==> src/rtl/fpu_addsub_arbiter.sv <==
// Round-robin arbiter sharing one pipelined fadd unit between two requesters.
// A tag pipeline routes each result to its owner's credit-guarded result FIFO.
module fpu_addsub_arbiter #(
  parameter int LAT   = 2,
  parameter int DEPTH = 2
) (
  input  logic        clk,
  input  logic        rstn,
  input  logic [1:0]  req_valid,
  output logic [1:0]  req_ready,
  input  logic [1:0]  req_sub,
  input  logic [31:0] req_x1_0,
  input  logic [31:0] req_x2_0,
  input  logic [31:0] req_x1_1,
  input  logic [31:0] req_x2_1,
  output logic [31:0] fadd_x1,
  output logic [31:0] fadd_x2,
  input  logic [31:0] fadd_y,
  input  logic        fadd_ovf,
  output logic [1:0]  rsp_valid,
  input  logic [1:0]  rsp_ready,
  output logic [31:0] rsp_y_0,
  output logic [31:0] rsp_y_1,
  output logic [1:0]  rsp_ovf
);

  localparam int CW = $clog2(DEPTH + 1);
  localparam int AW = (DEPTH > 1) ? $clog2(DEPTH) : 1;
  localparam logic [CW-1:0] DEPTH_C = CW'(DEPTH);
  localparam logic [AW-1:0] LAST_C  = AW'(DEPTH - 1);

  logic          rr;
  logic [CW-1:0] cnt [2];
  logic [CW-1:0] occ [2];
  logic [AW-1:0] rdp [2];
  logic [AW-1:0] wrp [2];
  logic [31:0]   mem_y [2][DEPTH];
  logic          mem_o [2][DEPTH];
  logic [LAT:0]  tag_v;
  logic [LAT:0]  tag_p;

  logic [1:0]  elig;
  logic [1:0]  cand;
  logic [1:0]  grant;
  logic [1:0]  wr;
  logic [1:0]  pop;
  logic        accept;
  logic        sel_sub;
  logic [31:0] sel_x1;
  logic [31:0] sel_x2;
  logic [31:0] op_x2;

  function automatic logic [AW-1:0] ptr_next(input logic [AW-1:0] p);
    return (p == LAST_C) ? '0 : p + 1'b1;
  endfunction

  // Eligibility comes only from registered credit counts, so rsp_ready never reaches req_ready.
  always_comb begin
    elig = 2'b00;
    for (int i = 0; i < 2; i++) begin
      elig[i] = (cnt[i] < DEPTH_C);
    end
    cand  = req_valid & elig;
    grant = cand;
    if (cand == 2'b11) begin
      grant = rr ? 2'b10 : 2'b01;
    end
    req_ready = rstn ? grant : 2'b00;
    accept    = |req_ready;
  end

  always_comb begin
    sel_sub = req_ready[1] ? req_sub[1]  : req_sub[0];
    sel_x1  = req_ready[1] ? req_x1_1    : req_x1_0;
    sel_x2  = req_ready[1] ? req_x2_1    : req_x2_0;
    op_x2   = sel_sub ? {~sel_x2[31], sel_x2[30:0]} : sel_x2;
  end

  always_comb begin
    wr  = 2'b00;
    pop = 2'b00;
    for (int i = 0; i < 2; i++) begin
      wr[i]        = tag_v[LAT] && (tag_p[LAT] == 1'(i));
      rsp_valid[i] = (occ[i] != '0);
      pop[i]       = rsp_valid[i] && rsp_ready[i];
      rsp_ovf[i]   = mem_o[i][rdp[i]];
    end
    rsp_y_0 = mem_y[0][rdp[0]];
    rsp_y_1 = mem_y[1][rdp[1]];
  end

  always_ff @(posedge clk or negedge rstn) begin
    if (!rstn) begin
      fadd_x1 <= '0;
      fadd_x2 <= '0;
      tag_v   <= '0;
      tag_p   <= '0;
      rr      <= 1'b0;
    end else begin
      tag_v <= {tag_v[LAT-1:0], accept};
      tag_p <= {tag_p[LAT-1:0], req_ready[1]};
      if (accept) begin
        fadd_x1 <= sel_x1;
        fadd_x2 <= op_x2;
        rr      <= req_ready[0];
      end
    end
  end

  // Credits count queued plus in-flight results, so a completing write always finds space.
  always_ff @(posedge clk or negedge rstn) begin
    if (!rstn) begin
      for (int i = 0; i < 2; i++) begin
        cnt[i] <= '0;
        occ[i] <= '0;
        rdp[i] <= '0;
        wrp[i] <= '0;
        for (int j = 0; j < DEPTH; j++) begin
          mem_y[i][j] <= '0;
          mem_o[i][j] <= 1'b0;
        end
      end
    end else begin
      for (int i = 0; i < 2; i++) begin
        if (wr[i]) begin
          mem_y[i][wrp[i]] <= fadd_y;
          mem_o[i][wrp[i]] <= fadd_ovf;
          wrp[i]           <= ptr_next(wrp[i]);
        end
        if (pop[i]) begin
          rdp[i] <= ptr_next(rdp[i]);
        end
        occ[i] <= occ[i] + CW'(wr[i]) - CW'(pop[i]);
        cnt[i] <= cnt[i] + CW'(req_ready[i]) - CW'(pop[i]);
      end
    end
  end

endmodule

==> config.mk <==
export PLATFORM = sky130hd
export DESIGN_NAME = fpu_addsub_arbiter
export DESIGN_NICKNAME = d
export VERILOG_FILES = /design/src/rtl/fpu_addsub_arbiter.sv
export SDC_FILE = /design/constraint.sdc
export NUM_CORES = 1
export LEC_CHECK = 0
export ABC_AREA = 1
export CAP_MARGIN = 20
export CORE_ASPECT_RATIO = 0.8
export CORE_UTILIZATION = 42
export CTS_BUF_LIST = sky130_fd_sc_hd__clkbuf_16
export CTS_CLUSTER_DIAMETER = 50
export CTS_CLUSTER_SIZE = 8
export DETAILED_ROUTE_END_ITERATION = 8
export PLACE_DENSITY_LB_ADDON = 0.3
export SLEW_MARGIN = 20
export SYNTH_ARGS = -nofsm -noshare
export SYNTH_HDL_FRONTEND = slang
export SYNTH_SLANG_ARGS = --single-unit
==> constraint.sdc <==
create_clock -name clk -period 1.3 [get_ports clk]
set_input_delay 0.195 -clock clk [delete_from_list [all_inputs] [get_ports clk]]
set_output_delay 0.195 -clock clk [all_outputs]
set_load 0.02 [all_outputs]
==> run_summary.xml, run 1 <==
<?xml version="1.0" encoding="UTF-8"?>
<metrics>
  <group name="worst_setup_path">
    <metric name="timing.critical_path.slowest_stage_cell" unit="">dfrtp_1</metric>
    <metric name="critPathTopFamily" unit="">buffers and inverters</metric>
    <metric name="critical_path_fanout_max" unit="">6</metric>
    <metric name="cp_data_arrival_time" unit="ns">1.53</metric>
    <metric name="setup_crit_start_kind" unit="">flip-flop</metric>
    <metric name="crit_path_cell_trace" unit="">buf_8 -&gt; clkbuf_16 -&gt; nand2_2 -&gt; nand2_2 -&gt; buf_6</metric>
    <metric name="critical_path.endpoint_type" unit="">output port</metric>
    <metric name="worstSetupEndpoint" unit="">rsp_y_1[7]</metric>
    <metric name="critical_path_buf_inv_count" unit="">3</metric>
    <metric name="startpoint" unit="">rdp[0]</metric>
    <metric name="cpPeakStageDelay" unit="ns">0.41</metric>
    <metric name="reg2reg_from" unit="">cnt[3]</metric>
    <metric name="reg2reg_slack" unit="ns">-0.38</metric>
    <metric name="crit_required" unit="ns">1.11</metric>
    <metric name="worst-r2r-cell-count" unit="">10</metric>
    <metric name="worstSetupPathType" unit="">reg -&gt; out</metric>
    <metric name="critical_path.most_common_cell" unit="">nand2_2</metric>
    <metric name="crit-reg2reg-capture" unit="">fadd_x2[28]</metric>
    <metric name="timing.critical_path.depth" unit="">5</metric>
  </group>
  <group name="timing">
    <metric name="finalMaxSlewViolations" unit="">0</metric>
    <metric name="worst_case_headroom_to_the_max_slew_limit" unit="">0.672</metric>
    <metric name="finalSetupTns" unit="ns">-51.76</metric>
    <metric name="worst_slew_pin_tran" unit="ns">0.492</metric>
    <metric name="grt_setup_unrepaired" unit="">yes</metric>
    <metric name="finClkSkew" unit="ns">0.0248</metric>
    <metric name="setup_violations" unit="">191</metric>
    <metric name="layout_worst_path_cycle_share" unit="">1.33</metric>
    <metric name="final.min_clock_period" unit="ns">1.73</metric>
    <metric name="final.hold.worst_slack" unit="ns">0.274</metric>
    <metric name="worst_setup_margin" unit="ns">-0.426</metric>
    <metric name="max_clock_freq" unit="GHz">0.579</metric>
    <metric name="hold_viol_final" unit="">0</metric>
  </group>
  <group name="floorplan">
    <metric name="fp.dieH" unit="microns">137</metric>
    <metric name="placement_rows" unit="">48</metric>
    <metric name="initial_utilization" unit="">0.436</metric>
    <metric name="die_w" unit="microns">171</metric>
    <metric name="fp.dieArea" unit="sq um">23400</metric>
    <metric name="core" unit="sq um">21900</metric>
    <metric name="ios" unit="">303</metric>
  </group>
  <group name="route">
    <metric name="vias" unit="">10334</metric>
    <metric name="final_antenna_net_count" unit="">0</metric>
    <metric name="route.detailed.drc" unit="">0</metric>
    <metric name="first_pass_iters" unit="">7</metric>
    <metric name="via_density_per_instance" unit="">5.48</metric>
    <metric name="routedWlPerCell" unit="microns">20.8</metric>
    <metric name="drt-total-wl" unit="microns">39200</metric>
    <metric name="detailedRoute.firstIterationViolations" unit="">895</metric>
  </group>
  <group name="grt">
    <metric name="antenna_found_initial" unit="">0</metric>
    <metric name="pin_count_of_the_biggest_net_entering_global_routing" unit="">92</metric>
    <metric name="gr-total-overflow" unit="">0</metric>
    <metric name="global_route.usage.total" unit="">0.280</metric>
    <metric name="first_global_vias" unit="">9381</metric>
    <metric name="wire_length_of_the_first_global_routing_pass" unit="microns">49800</metric>
  </group>
  <group name="place">
    <metric name="dp_worst_setup_slack" unit="ns">-0.398</metric>
    <metric name="routabilityCongestion" unit="">0.812</metric>
    <metric name="post-dp-hpwl" unit="microns">19700</metric>
    <metric name="buffer_ports.inserted" unit="">302</metric>
  </group>
  <group name="final_layout">
    <metric name="number_of_filler_instances_in_the_final_layout" unit="">1316</metric>
    <metric name="final_cell_mix" unit="">317 x nand2_1, 214 x dfrtp_1, 167 x clkdlybuf4s50_1</metric>
    <metric name="finish.utilization" unit="">0.783</metric>
    <metric name="layout.cells.most_common" unit="">nand2_1</metric>
    <metric name="diodes" unit="">0</metric>
    <metric name="post_route_cells_drive_above_1_share" unit="">0.413</metric>
    <metric name="area_growth" unit="%">79.4</metric>
    <metric name="nets" unit="">1749</metric>
  </group>
  <group name="power_and_ir_drop">
    <metric name="static-leakage-power" unit="uW">0.00848</metric>
    <metric name="powerDensity" unit="nW/um^2">2640</metric>
    <metric name="vdd_ir_drop_max" unit="V">0.00134</metric>
  </group>
  <group name="synth">
    <metric name="synth.cell_area" unit="sq um">9570</metric>
    <metric name="synthDistinctLibCells" unit="">27</metric>
    <metric name="yosysSeqAreaShare" unit="">0.562</metric>
    <metric name="synth_largest_area_cell" unit="">dfrtp_1</metric>
    <metric name="synthesized_area_per_cell" unit="sq um">8.22</metric>
    <metric name="post_synth_main_area_contributors" unit="">dfrtp_1 56%, nand2_1 20%, nand3_1 5.9%</metric>
    <metric name="synth-warning-count" unit="">0</metric>
    <metric name="synth_fp_nets" unit="">1336</metric>
    <metric name="synth-seq-cells" unit="">215</metric>
    <metric name="synthesis.instances" unit="">1164</metric>
    <metric name="synth.top_cell.area_share" unit="">0.562</metric>
  </group>
  <group name="clocking">
    <metric name="cts_max_path_buffers" unit="">3</metric>
    <metric name="clock_root_buffer" unit="">clkbuf_16</metric>
    <metric name="clk_pin_slew_worst_paths" unit="ns">0.05</metric>
    <metric name="ctsHtreeMaxLevel" unit="">2</metric>
    <metric name="tritoncts" unit="">yes</metric>
    <metric name="clock_sink_count" unit="">215</metric>
    <metric name="cts_inserted_buffers" unit="">34</metric>
    <metric name="worstSkewPairLatency" unit="ns">0.50</metric>
  </group>
  <group name="min_path">
    <metric name="worstHoldPathCells" unit="">3</metric>
    <metric name="timing.hold.worst.class" unit="">in -&gt; reg</metric>
  </group>
  <group name="flow_run">
    <metric name="cap_violations" unit="">0</metric>
  </group>
  <group name="run_status">
    <metric name="violations" unit="">setup timing</metric>
    <metric name="outcome" unit="">finished with violations</metric>
  </group>
</metrics>
-- cells by family after synthesis --
group,after synthesis,synth area share
AOI/OAI and AO/OA,134,0.0718
buffers and inverters,142,0.0691
adders and majority gates,3,0.00392
xor gates and xnor gates,9,0.00824
and+or+nand+nor,661,0.285
DFF,215,0.562
-- final cells by class --
type / instances / area (sq um) / area share
multi-input combinational: 809 / 4990 / 0.291
timing repair buffer: 445 / 5150 / 0.300
tap: 300 / 375 / 0.0219
inverter: 72 / 288 / 0.0168
clock buffer: 35 / 876 / 0.0510
sequential: 215 / 5380 / 0.314
clock inverter: 9 / 92.6 / 0.00540
-- per-stage QoR --
stage	area, sq um	cells	power (uW)
after floorplan	9610	1164	21300
after global placement	13400	1756	30000
after detailed placement	13400	1756	30400
after CTS	15300	1841	40200
after global routing	17200	1885	47400
final	17200	1885	45400
-- tightest hold or removal path: cells and delay by family --
kind	cells	cell delay [ns]
buffers and inverters	1	0.39
and+or+nand+nor	2	0.13
-- cell usage after synthesis --
master	count
ha_1	3
inv_1	65
buf_2	26
dfrtp_1	215
buf_1	1
clkinv_1	2
nand2_1	514
inv_2	5
nor2_1	6
xnor2_1	4
o21ai_2	4
or2_2	1
clkbuf_1	25
nand2_2	2
or2_4	1
buf_4	9
clkbuf_2	1
or2_1	1
nand3_1	112
o22ai_1	1
o21ai_0	99
nand3b_1	21
o21ai_1	30
xor2_1	5
nand4_1	2
buf_6	8
nor2_2	1
-- worst min-delay path by stage --
stage,start,slack (ns),endpoint
floorplan,rstn,-0.10,cnt[0]
global placement,rstn,0.15,rr
detailed placement,rstn,0.15,rr
CTS,rstn,0.17,rr
global route,req_x2_1[8],0.29,fadd_x2[8]
finish,req_x1_1[0],0.27,fadd_x1[0]
-- per-layer routing --
| layer | routed length [microns] | up-vias | global-route usage | part of all wire |
|---|---|---|---|---|
| li1 | - | 4522 | - | - |
| met1 | 14200 | 5028 | 0.341 | 0.36 |
| met5 | 0 | - | 0 | 0 |
| met4 | 2140 | 0 | 0.127 | 0.055 |
| met3 | 3270 | 180 | 0.0740 | 0.083 |
| met2 | 19600 | 604 | 0.465 | 0.50 |
-- report_power, final --
part           switching (uW)  internal [uW]  leakage (uW)
sequential               2630          10100       0.00256
clock                    3000           5150      0.000491
combinational           13200          11300       0.00543
-- state kept, by name, summed over array words and instances, names as in the netlist --
signal / cells
occ: 4
cnt: 4
wrp: 2
tag_v: 3
fadd_x2: 32
rdp: 2
mem_o: 4
mem_y: 128
rr: 1
fadd_x1: 32
tag_p: 3
-- timing repair --
action / CTS / global route
buffers inserted: 21 / 15
setup endpoints to repair: 207 / 256
endpoints found under the hold margin: 94 / 0
pin swaps: 15 / 57
gates cloned: 19 / 32
hold buffers: 1 / 0
resized for setup: 792 / 357
Note: power is estimated with default switching activity, not from simulation.
==> run 2: changes to the inputs <==
--- a/config.mk
+++ b/config.mk
@@ -13,7 +13,7 @@
 export CTS_CLUSTER_DIAMETER = 50
 export CTS_CLUSTER_SIZE = 8
 export DETAILED_ROUTE_END_ITERATION = 8
-export PLACE_DENSITY_LB_ADDON = 0.3
+export PLACE_DENSITY = 0.76
 export SLEW_MARGIN = 20
 export SYNTH_ARGS = -nofsm -noshare
 export SYNTH_HDL_FRONTEND = slang
==> run_summary.xml, run 2 (synthesized netlist as in run 1, its figures left out) <==
<?xml version="1.0" encoding="UTF-8"?>
<metrics>
  <group name="floorplan">
    <metric name="core" unit="sq um">21900</metric>
    <metric name="placement_rows" unit="">48</metric>
    <metric name="die_w" unit="microns">171</metric>
    <metric name="fp.dieArea" unit="sq um">23400</metric>
    <metric name="fp.dieH" unit="microns">137</metric>
    <metric name="ios" unit="">303</metric>
    <metric name="initial_utilization" unit="">0.436</metric>
  </group>
  <group name="timing">
    <metric name="finClkSkew" unit="ns">0.0237</metric>
    <metric name="max_clock_freq" unit="GHz">0.510</metric>
    <metric name="worst_setup_margin" unit="ns">-0.662</metric>
    <metric name="grt_setup_unrepaired" unit="">yes</metric>
    <metric name="worst_slew_pin_tran" unit="ns">0.659</metric>
    <metric name="finalMaxSlewViolations" unit="">0</metric>
    <metric name="final.min_clock_period" unit="ns">1.96</metric>
    <metric name="layout_worst_path_cycle_share" unit="">1.51</metric>
    <metric name="worst_case_headroom_to_the_max_slew_limit" unit="">0.560</metric>
    <metric name="setup_violations" unit="">298</metric>
    <metric name="hold_viol_final" unit="">0</metric>
  </group>
  <group name="clocking">
    <metric name="cts_inserted_buffers" unit="">31</metric>
    <metric name="clk_pin_slew_worst_paths" unit="ns">0.07</metric>
    <metric name="cts_max_path_buffers" unit="">3</metric>
    <metric name="clock_sink_count" unit="">215</metric>
    <metric name="ctsHtreeMaxLevel" unit="">1</metric>
    <metric name="clock_root_buffer" unit="">clkbuf_16</metric>
    <metric name="worstSkewPairLatency" unit="ns">0.57</metric>
    <metric name="tritoncts" unit="">yes</metric>
  </group>
  <group name="min_path">
    <metric name="hold_path.startpoint" unit="">req_x1_1[17]</metric>
    <metric name="timing.hold.worst.class" unit="">in -&gt; reg</metric>
  </group>
  <group name="power_and_ir_drop">
    <metric name="power.combinational.fraction" unit="">0.593</metric>
    <metric name="power.sequential.fraction" unit="">0.266</metric>
    <metric name="net_switching_power_of_the_design" unit="uW">23700</metric>
    <metric name="vdd_ir_drop_max" unit="V">0.00159</metric>
    <metric name="internal_power" unit="uW">28700</metric>
    <metric name="powerDensity" unit="nW/um^2">2770</metric>
    <metric name="power.share.switching" unit="">0.453</metric>
    <metric name="power.total" unit="uW">52400</metric>
    <metric name="power.share.clock" unit="">0.141</metric>
    <metric name="static-leakage-power" unit="uW">0.00921</metric>
  </group>
  <group name="final_layout">
    <metric name="final_cell_mix" unit="">243 x nand2_1, 206 x dfrtp_1, 167 x clkdlybuf4s50_1</metric>
    <metric name="layout_top_registers" unit="">mem_y: 128 flops, fadd_x1: 32 flops, fadd_x2: 32 flops</metric>
    <metric name="largest_register_ff_count" unit="">128</metric>
    <metric name="post_route_cells_drive_above_1_share" unit="">0.499</metric>
    <metric name="final_cell_count_no_fill" unit="">1925</metric>
    <metric name="largest_register" unit="">mem_y</metric>
    <metric name="area_growth" unit="%">97.7</metric>
    <metric name="nets" unit="">1783</metric>
    <metric name="number_of_filler_instances_in_the_final_layout" unit="">863</metric>
    <metric name="layout.cells.most_common" unit="">nand2_1</metric>
  </group>
  <group name="grt">
    <metric name="global_route.usage.total" unit="">0.314</metric>
    <metric name="pin_count_of_the_biggest_net_entering_global_routing" unit="">115</metric>
    <metric name="first_global_vias" unit="">10117</metric>
    <metric name="gr-total-overflow" unit="">0</metric>
    <metric name="antenna_found_initial" unit="">7</metric>
    <metric name="wire_length_of_the_first_global_routing_pass" unit="microns">55700</metric>
  </group>
  <group name="route">
    <metric name="vias" unit="">12217</metric>
    <metric name="routedWlPerCell" unit="microns">29.8</metric>
    <metric name="drt-total-wl" unit="microns">57300</metric>
    <metric name="final_antenna_net_count" unit="">0</metric>
    <metric name="via_density_per_instance" unit="">6.35</metric>
    <metric name="detailedRoute.firstIterationViolations" unit="">1624</metric>
    <metric name="route.detailed.drc" unit="">0</metric>
    <metric name="first_pass_iters" unit="">6</metric>
  </group>
  <group name="worst_setup_path">
    <metric name="critical_path_fanout_max" unit="">2</metric>
    <metric name="crit_required" unit="ns">1.11</metric>
    <metric name="startpoint" unit="">cnt[3]</metric>
    <metric name="reg2reg_from" unit="">cnt[3]</metric>
    <metric name="worstSetupPathType" unit="">reg -&gt; out</metric>
    <metric name="cp_data_arrival_time" unit="ns">1.77</metric>
    <metric name="setup_crit_start_kind" unit="">flip-flop</metric>
    <metric name="critical_path.endpoint_type" unit="">output port</metric>
  </group>
  <group name="run_status">
    <metric name="violations" unit="">setup timing</metric>
    <metric name="outcome" unit="">finished with violations</metric>
  </group>
  <group name="place">
    <metric name="post-dp-hpwl" unit="microns">20000</metric>
    <metric name="routabilityCongestion" unit="">0.889</metric>
    <metric name="buffer_ports.inserted" unit="">302</metric>
    <metric name="dp.cells" unit="">1749</metric>
  </group>
  <group name="flow_run">
    <metric name="cap_violations" unit="">0</metric>
  </group>
</metrics>
==> run 2: changes by cell type in the layout (fill, tap and decap cells not counted), sizes merged <==
| cell | previous run | this run |
|---|---|---|
| buf | 255 | 293 |
| bufinv | 2 | 0 |
| clkbuf | 57 | 51 |
| clkinv | 3 | 4 |
| diode | 0 | 12 |
| inv | 76 | 73 |
==> run 2: through the flow <==
stage | TNS, ns | cell area (sq um) | setup slack, ns | utilization | hold WS [ns]
2_1_floorplan | -0.0441 | 9610 | -0.0441 | - | -0.101
3_3_place_gp | -47.46 | 13200 | -0.465 | 0.604 | 0.332
3_5_place_dp | -49.85 | 13200 | -0.487 | 0.604 | 0.336
4_1_cts | -49.59 | 15800 | -0.474 | 0.719 | 0.209
5_1_grt | -79.68 | 18900 | -0.672 | 0.862 | 0.246
6_report | -75.96 | 18900 | -0.662 | 0.863 | 0.213
==> run 2: area by class of cell <==
type / count / area [sq um] / share of cell area
antenna: 12 / 30.0 / 0.00159
clock buffer: 31 / 776 / 0.0410
clock inverter: 4 / 36.3 / 0.00192
inverter: 72 / 314 / 0.0166
multi-input combinational: 809 / 6040 / 0.319
sequential: 215 / 5390 / 0.285
tap: 300 / 375 / 0.0198
timing repair buffer: 481 / 5920 / 0.313
timing repair inverter: 1 / 30.0 / 0.00159
==> run 2: path summary, 6_finish.rpt <==
check,depth (start not counted),end,slack (ns)
setup / recovery,5,req_ready[0],-0.66
min in group asynchronous,4,fadd_x1[28],0.59
max in group asynchronous,4,rdp[1],0.07
hold / removal,3,fadd_x1[17],0.21
hold reg to reg,0,tag_p[2],0.39
setup reg to reg,9,fadd_x2[17],-0.66
==> run 2: power groups by stage <==
stage	sequential [uW]	clock, uW	combinational [uW]
2_1_floorplan	12800	0	8510
3_3_place_gp	11800	0	18100
3_5_place_dp	11900	0	18400
4_1_cts	12300	7030	21800
5_1_grt	14200	7590	32100
6_report	13900	7400	31100
==> run 2: worst max-delay path: stages (launching register included) <==
cell     delay (ns)
dfrtp_2        0.47
nor2_4         0.19
nand2_2        0.13
nor2_4         0.14
buf_6          0.13
buf_12         0.13
==> run 2: what timing repair did <==
action	in CTS	in global routing
cloned	29	30
endpoints found under the hold margin	150	0
hold buffers	1	0
pin swaps	47	112
gates resized for setup	939	642
setup endpoints to repair	210	294
buffers inserted	31	56
==> run 2: metal layers <==
layer	part of all wire	wire length, microns	up-vias	GRT usage
li1	-	-	4601	-
met1	0.32	18400	5877	0.365
met2	0.44	25200	1197	0.505
met3	0.13	7680	534	0.104
met4	0.10	5750	8	0.198
met5	0.0036	209	-	0
